$ cat src/rtl/reg_bank_8x6_if.sv
// reg_bank_8x6 bus: one-hot write strobe, dual read ports and status.
// Master drives the requests; slave is the register bank itself.
interface reg_bank_8x6_if #(
  parameter int WIDTH = 6
);
  logic [7:0]       wr_sel;
  logic [WIDTH-1:0] wr_data;
  logic             rd_en;
  logic [2:0]       rd_a_addr;
  logic [2:0]       rd_b_addr;
  logic             err_clr;
  logic [WIDTH-1:0] rd_a_data;
  logic [WIDTH-1:0] rd_b_data;
  logic             wr_ack;
  logic [2:0]       wr_idx;
  logic             onehot_err;

  modport master (
    output wr_sel, wr_data, rd_en,
    output rd_a_addr, rd_b_addr, err_clr,
    input  rd_a_data, rd_b_data,
    input  wr_ack, wr_idx, onehot_err
  );

  modport slave (
    input  wr_sel, wr_data, rd_en,
    input  rd_a_addr, rd_b_addr, err_clr,
    output rd_a_data, rd_b_data,
    output wr_ack, wr_idx, onehot_err
  );
endinterface

$ cat src/rtl/reg_bank_8x6.sv
// 8-entry register bank, one-hot write, two registered read ports
// with write-through bypass and sticky illegal-select status.
module reg_bank_8x6 #(
  parameter int WIDTH   = 6,
  parameter bit R0_ZERO = 1'b1
) (
  input logic          clk,
  input logic          rst_n,
  reg_bank_8x6_if.slave bus
);

  logic [WIDTH-1:0] rf [8];
  logic [WIDTH-1:0] rd_a_q;
  logic [WIDTH-1:0] rd_b_q;
  logic             ack_q;
  logic [2:0]       idx_q;
  logic             err_q;

  logic             multi;
  logic             onehot;
  logic             accept;
  logic [2:0]       idx;
  logic [WIDTH-1:0] rd_a_nx;
  logic [WIDTH-1:0] rd_b_nx;

  // clearing the lowest set bit leaves something only if >=2 bits set
  assign multi  = (bus.wr_sel & (bus.wr_sel - 8'd1)) != 8'd0;
  assign onehot = (bus.wr_sel != 8'd0) && !multi;
  assign accept = onehot && !(R0_ZERO && bus.wr_sel[0]);

  always_comb begin
    idx = 3'd0;
    for (int i = 0; i < 8; i++) begin
      if (bus.wr_sel[i]) idx = 3'(i);
    end
  end

  function automatic logic [WIDTH-1:0] post_val(
    input logic [2:0] a
  );
    logic [WIDTH-1:0] v;
    v = rf[a];
    if (accept && idx == a) v = bus.wr_data;
    if (R0_ZERO && a == 3'd0) v = '0;
    return v;
  endfunction

  always_comb begin
    rd_a_nx = post_val(bus.rd_a_addr);
    rd_b_nx = post_val(bus.rd_b_addr);
  end

  always_ff @(posedge clk or negedge rst_n) begin
    if (!rst_n) begin
      for (int i = 0; i < 8; i++) rf[i] <= '0;
    end else if (accept) begin
      rf[idx] <= bus.wr_data;
    end
  end

  always_ff @(posedge clk or negedge rst_n) begin
    if (!rst_n) begin
      rd_a_q <= '0;
      rd_b_q <= '0;
    end else if (bus.rd_en) begin
      rd_a_q <= rd_a_nx;
      rd_b_q <= rd_b_nx;
    end
  end

  always_ff @(posedge clk or negedge rst_n) begin
    if (!rst_n) begin
      ack_q <= 1'b0;
      idx_q <= 3'd0;
      err_q <= 1'b0;
    end else begin
      ack_q <= accept;
      if (accept) idx_q <= idx;
      // a new illegal pattern outranks a clear on the same edge
      if (multi)             err_q <= 1'b1;
      else if (bus.err_clr)  err_q <= 1'b0;
    end
  end

  assign bus.rd_a_data  = rd_a_q;
  assign bus.rd_b_data  = rd_b_q;
  assign bus.wr_ack     = ack_q;
  assign bus.wr_idx     = idx_q;
  assign bus.onehot_err = err_q;

endmodule
$ cat src/flat_wrapper.sv
// flat-port wrapper written by rule: the top's interface ports become plain ports
module reg_bank_8x6_flat 
#(
  parameter int WIDTH   = 6,
  parameter bit R0_ZERO = 1'b1
)
  (clk, rst_n, bus_wr_sel, bus_wr_data, bus_rd_en, bus_rd_a_addr, bus_rd_b_addr, bus_err_clr, bus_rd_a_data, bus_rd_b_data, bus_wr_ack, bus_wr_idx, bus_onehot_err);
  reg_bank_8x6_if #(.WIDTH(WIDTH)) bus_i ();
  input logic clk;
  input logic rst_n;
  input wire logic [$bits(bus_i.wr_sel)-1:0] bus_wr_sel;
  input wire logic [$bits(bus_i.wr_data)-1:0] bus_wr_data;
  input wire logic [$bits(bus_i.rd_en)-1:0] bus_rd_en;
  input wire logic [$bits(bus_i.rd_a_addr)-1:0] bus_rd_a_addr;
  input wire logic [$bits(bus_i.rd_b_addr)-1:0] bus_rd_b_addr;
  input wire logic [$bits(bus_i.err_clr)-1:0] bus_err_clr;
  output wire logic [$bits(bus_i.rd_a_data)-1:0] bus_rd_a_data;
  output wire logic [$bits(bus_i.rd_b_data)-1:0] bus_rd_b_data;
  output wire logic [$bits(bus_i.wr_ack)-1:0] bus_wr_ack;
  output wire logic [$bits(bus_i.wr_idx)-1:0] bus_wr_idx;
  output wire logic [$bits(bus_i.onehot_err)-1:0] bus_onehot_err;
  assign bus_i.wr_sel = bus_wr_sel;
  assign bus_i.wr_data = bus_wr_data;
  assign bus_i.rd_en = bus_rd_en;
  assign bus_i.rd_a_addr = bus_rd_a_addr;
  assign bus_i.rd_b_addr = bus_rd_b_addr;
  assign bus_i.err_clr = bus_err_clr;
  assign bus_rd_a_data = bus_i.rd_a_data;
  assign bus_rd_b_data = bus_i.rd_b_data;
  assign bus_wr_ack = bus_i.wr_ack;
  assign bus_wr_idx = bus_i.wr_idx;
  assign bus_onehot_err = bus_i.onehot_err;
  reg_bank_8x6 #(.WIDTH(WIDTH), .R0_ZERO(R0_ZERO)) u_core (.clk(clk), .rst_n(rst_n), .bus(bus_i));
endmodule
$ cat config.mk
export PLATFORM = sky130hd
export DESIGN_NAME = reg_bank_8x6_flat
export DESIGN_NICKNAME = d
export VERILOG_FILES = /design/src/rtl/reg_bank_8x6_if.sv /design/src/rtl/reg_bank_8x6.sv /design/src/flat_wrapper.sv
export SDC_FILE = /design/constraint.sdc
export NUM_CORES = 1
export LEC_CHECK = 0
export ABC_CLOCK_PERIOD_IN_PS = 1700
export CAP_MARGIN = 20
export CORE_MARGIN = 1.5
export CORE_UTILIZATION = 53
export CTS_BUF_LIST = sky130_fd_sc_hd__clkbuf_8
export DETAILED_ROUTE_END_ITERATION = 16
export HOLD_SLACK_MARGIN = 0.12
export PLACE_DENSITY = 0.8
export SLEW_MARGIN = 20
export SYNTH_ARGS = -nofsm -noshare
export SYNTH_HDL_FRONTEND = slang
export SYNTH_SLANG_ARGS = --single-unit
$ cat constraint.sdc
create_clock -name clk -period 1.7 [get_ports clk]
set_input_delay 0.17 -clock clk [delete_from_list [all_inputs] [get_ports clk]]
set_output_delay 0.17 -clock clk [all_outputs]
set_load 0.05 [all_outputs]
==> flow_summary.ini <==
[floorplan]
std_cell_rows = 30
die_area_um2 = 7670
coreArea_um2 = 6870
fp.dieW_um = 87.6
dieHeight_um = 87.6
initial_core_util = 0.552
ios = 41

[worst_setup_path]
critPathKind = register to register
end_kind = register
cp.required_ns = 1.93
r2r_start = u_core.rf[45]
cpMaxStageDelayCell = mux4_4
crit_buf_inv = 0
rr_worst_depth = 3
crit_fanout = 3
crit_path_start_kind = register
max_stage_delay_ns = 0.60
rr_endpoint = u_core.bus.rd_b_data[3]
crit_family = multiplexers
path_cells = mux4_4 > mux2_4 > a221o_2
reg2reg_slack_ns = -0.08
cp.arrival_ns = 2.01

[timing]
tightest_slew_ns = 0.503
hold_ws_ns = 0.188
fmax_mhz = 562
worst_slack_ns = -0.0801
finalCritPeriodShare = 1.05
period_minus_slack_ns = 1.78
clock_skew_ns = 0.00797
hold_viol_final = 0
rsz0062_at_grt = true
slew_violations = 0
slew_headroom = 0.664
finalSetupViolCount = 2

[flow_run]
drv_cap = 0

[finish]
ff_latch_area_um2 = 1630
fillCellCount = 421
final_nets = 369
drive_gt1_frac = 0.557
area_growth_pct = 32.3
antenna_cells = 0
multiInputGateArea_um2 = 2110
final_util = 0.730

[clock_network]
clk_latency_ns = 0.36
numCtsBuffers = 9
clock-root-buffer = clkbuf_8
cts_tree = built
clkTransAtPathRegs_ns = 0.08
h-tree-depth = 3
cts.path.max_buffers = 2
clock_sinks = 65

[logic_synthesis]
syn_avg_cell_area_um2 = 14.1
postSynthCellCount = 268
ys.flop_type = dfrtp_1
synth_seq_cells = 65
ys_warn_count = 0
synth.distinct_cells = 44
syn_area_um2 = 3790
syn_nets = 292
synth_edf_count = 0
ys_seq_area_frac = 0.429
async_flop_share = 1.00

[power]
peakVddDrop_mv = 0.576
cellPowerDensity_nw_per_um2 = 849
total_leakage_power_nw = 2.48

[detailed_routing]
drtAntennaViolNets = 0
wl_per_cell_um = 24.1
drc = 0
top_layer_used = met4
drtIter0Drc = 218
viasPerCell = 6.29
vias = 2805
detailedRoute.firstPassIterationCount = 4
wl_met2_mm = 5.45
wl_mm = 10.8
wl_met3_um = 762
wl_met1_mm = 3.97

[grt]
grt_max_degree = 66
antenna_found_initial = 0
grt_pass1_vias = 3000
grt_overflow_total = 0
grt_usage = 0.300
grt_pass1_wl_mm = 16.3

[hold_path]
hold_path_startpoint = bus_wr_sel[0]
hold_path.class = input port to register
holdPathEnd = u_core.bus.onehot_err
hold_depth = 4

[outcome]
violations = negative setup slack
status = finished, violations left

[placement]
port_buffers = 40
gp_congestion = 0.915
place_ws_ns = -0.628
dpl.hpwl_mm = 6.43
==> worst max-delay path by stage <==
| stage | cells past startpoint | slack (ns) | start | to |
|---|---|---|---|---|
| final | 3 | -0.08 | u_core.rf[45] | u_core.bus.rd_b_data[3] |
| after global routing | 3 | -0.09 | u_core.rf[45] | u_core.bus.rd_b_data[3] |
| after detailed placement | 6 | -0.63 | bus_wr_sel[2] | u_core.bus.rd_a_data[0] |
| after CTS | 3 | -0.04 | u_core.rf[45] | u_core.bus.rd_b_data[3] |
| after floorplan | 6 | -0.09 | bus_wr_sel[2] | u_core.bus.rd_a_data[0] |
| after global placement | 6 | -0.58 | bus_wr_sel[1] | u_core.bus.rd_b_data[3] |
==> routing by layer <==
metal / track usage / up-vias
li1: - / 1184
met1: 0.352 / 1420
met2: 0.499 / 154
met3: 0.0528 / 47
met4: 0.219 / 0
met5: 0 / -
==> synth_stat cells (all sizes together) (3+ instances only) <==
| master | n | area [um2] |
|---|---|---|
| mux2 | 57 | 642 |
| nand2 | 8 | 30.0 |
| o21ai | 5 | 25.0 |
| buf | 10 | 67.6 |
| and2b | 11 | 93.8 |
| mux4 | 24 | 613 |
| nand4b | 3 | 32.5 |
| clkbuf | 16 | 90.1 |
| dfrtp | 65 | 1630 |
| clkdlybuf4s50 | 5 | 56.3 |
| a221o | 12 | 133 |
| or2 | 4 | 25.0 |
| xnor2 | 4 | 35.0 |
| a21oi | 3 | 15.0 |
| nor2b | 5 | 31.3 |
| nor2 | 7 | 31.3 |
==> report_power, final <==
part	total [mW]	internal, mW	leakage (nW)	switching [mW]
logic	1.01	0.492	1.49	0.514
registers	1.78	1.68	0.880	0.0986
clock network	1.47	0.858	0.117	0.617
total	4.26	3.03	2.48	1.23
==> placed cells by master (no fill, tap or decap), drive strengths merged, types with 3 or more instances in the layout <==
master	n
a221o	12
dlygate4sd2	7
dfrtp	65
clkbuf	12
nor2b	5
o21ai	5
nand2	8
buf	65
mux4	24
nor2	7
clkdlybuf4s50	12
a21oi	3
and2b	11
nand4b	3
xnor2	4
inv	3
mux2	57
dlymetal6s2s	6
or2	4
clkinv	3
==> worst min-delay path, delay by kind of cell <==
kind            cells  cell delay, ns
buf+inv             1            0.09
compound gates      1            0.07
simple gates        2            0.18
==> logic make-up (layout without fill, tap and decap cells) <==
| kind of cell | count (synthesis) | in the layout | synth area share |
|---|---|---|---|
| adder cells (fa/ha/maj) | 2 | 2 | 0.00528 |
| buffers and inverters | 33 | 115 | 0.0584 |
| XOR/XNOR | 4 | 4 | 0.00924 |
| flip-flops | 65 | 65 | 0.429 |
| AND/OR/NAND/NOR | 49 | 49 | 0.0842 |
| AO/OA/AOI/OAI | 34 | 34 | 0.0828 |
| multiplexers | 81 | 81 | 0.331 |
==> stage by stage <==
step / instances / instance area (um2) / total power [mW] / TNS, ns
6_report: 446 / 5020 / 4.26 / -0.0954
5_1_grt: 446 / 5020 / 4.40 / -0.146
4_1_cts: 443 / 4950 / 4.23 / -0.0581
3_5_place_dp: 419 / 4490 / 2.70 / -30.61
3_3_place_gp: 419 / 4490 / 2.67 / -28.40
2_1_floorplan: 268 / 3840 / 2.36 / -2.27
==> what timing repair did <==
item | CTS | global route
hold buffers | 1 | 0
setup buffers | 5 | 3
endpoints found under the setup margin | 62 | 34
gates cloned | 2 | 0
hold endpoints to repair | 65 | 0
resized for setup | 49 | 29
pin swaps | 13 | 12
==> area by class of cell <==
cell class                      count  share of cell area
Multi-Input combinational cell    170               0.420
Sequential cell                    65               0.324
Clock inverter                      6              0.0165
Inverter                            2             0.00150
Timing Repair Buffer               97               0.186
Tap cell                           96              0.0239
Clock buffer                       10              0.0274
==> sequential cells by signal, summed over array words and instances, names as in the netlist <==
| name | flops |
|---|---|
| u_core.rf | 48 |
| u_core.bus.wr_ack | 1 |
| u_core.bus.rd_b_data | 6 |
| u_core.bus.wr_idx | 3 |
| u_core.bus.rd_a_data | 6 |
| u_core.bus.onehot_err | 1 |
No activity file was read; power rests on OpenSTA's default activity.
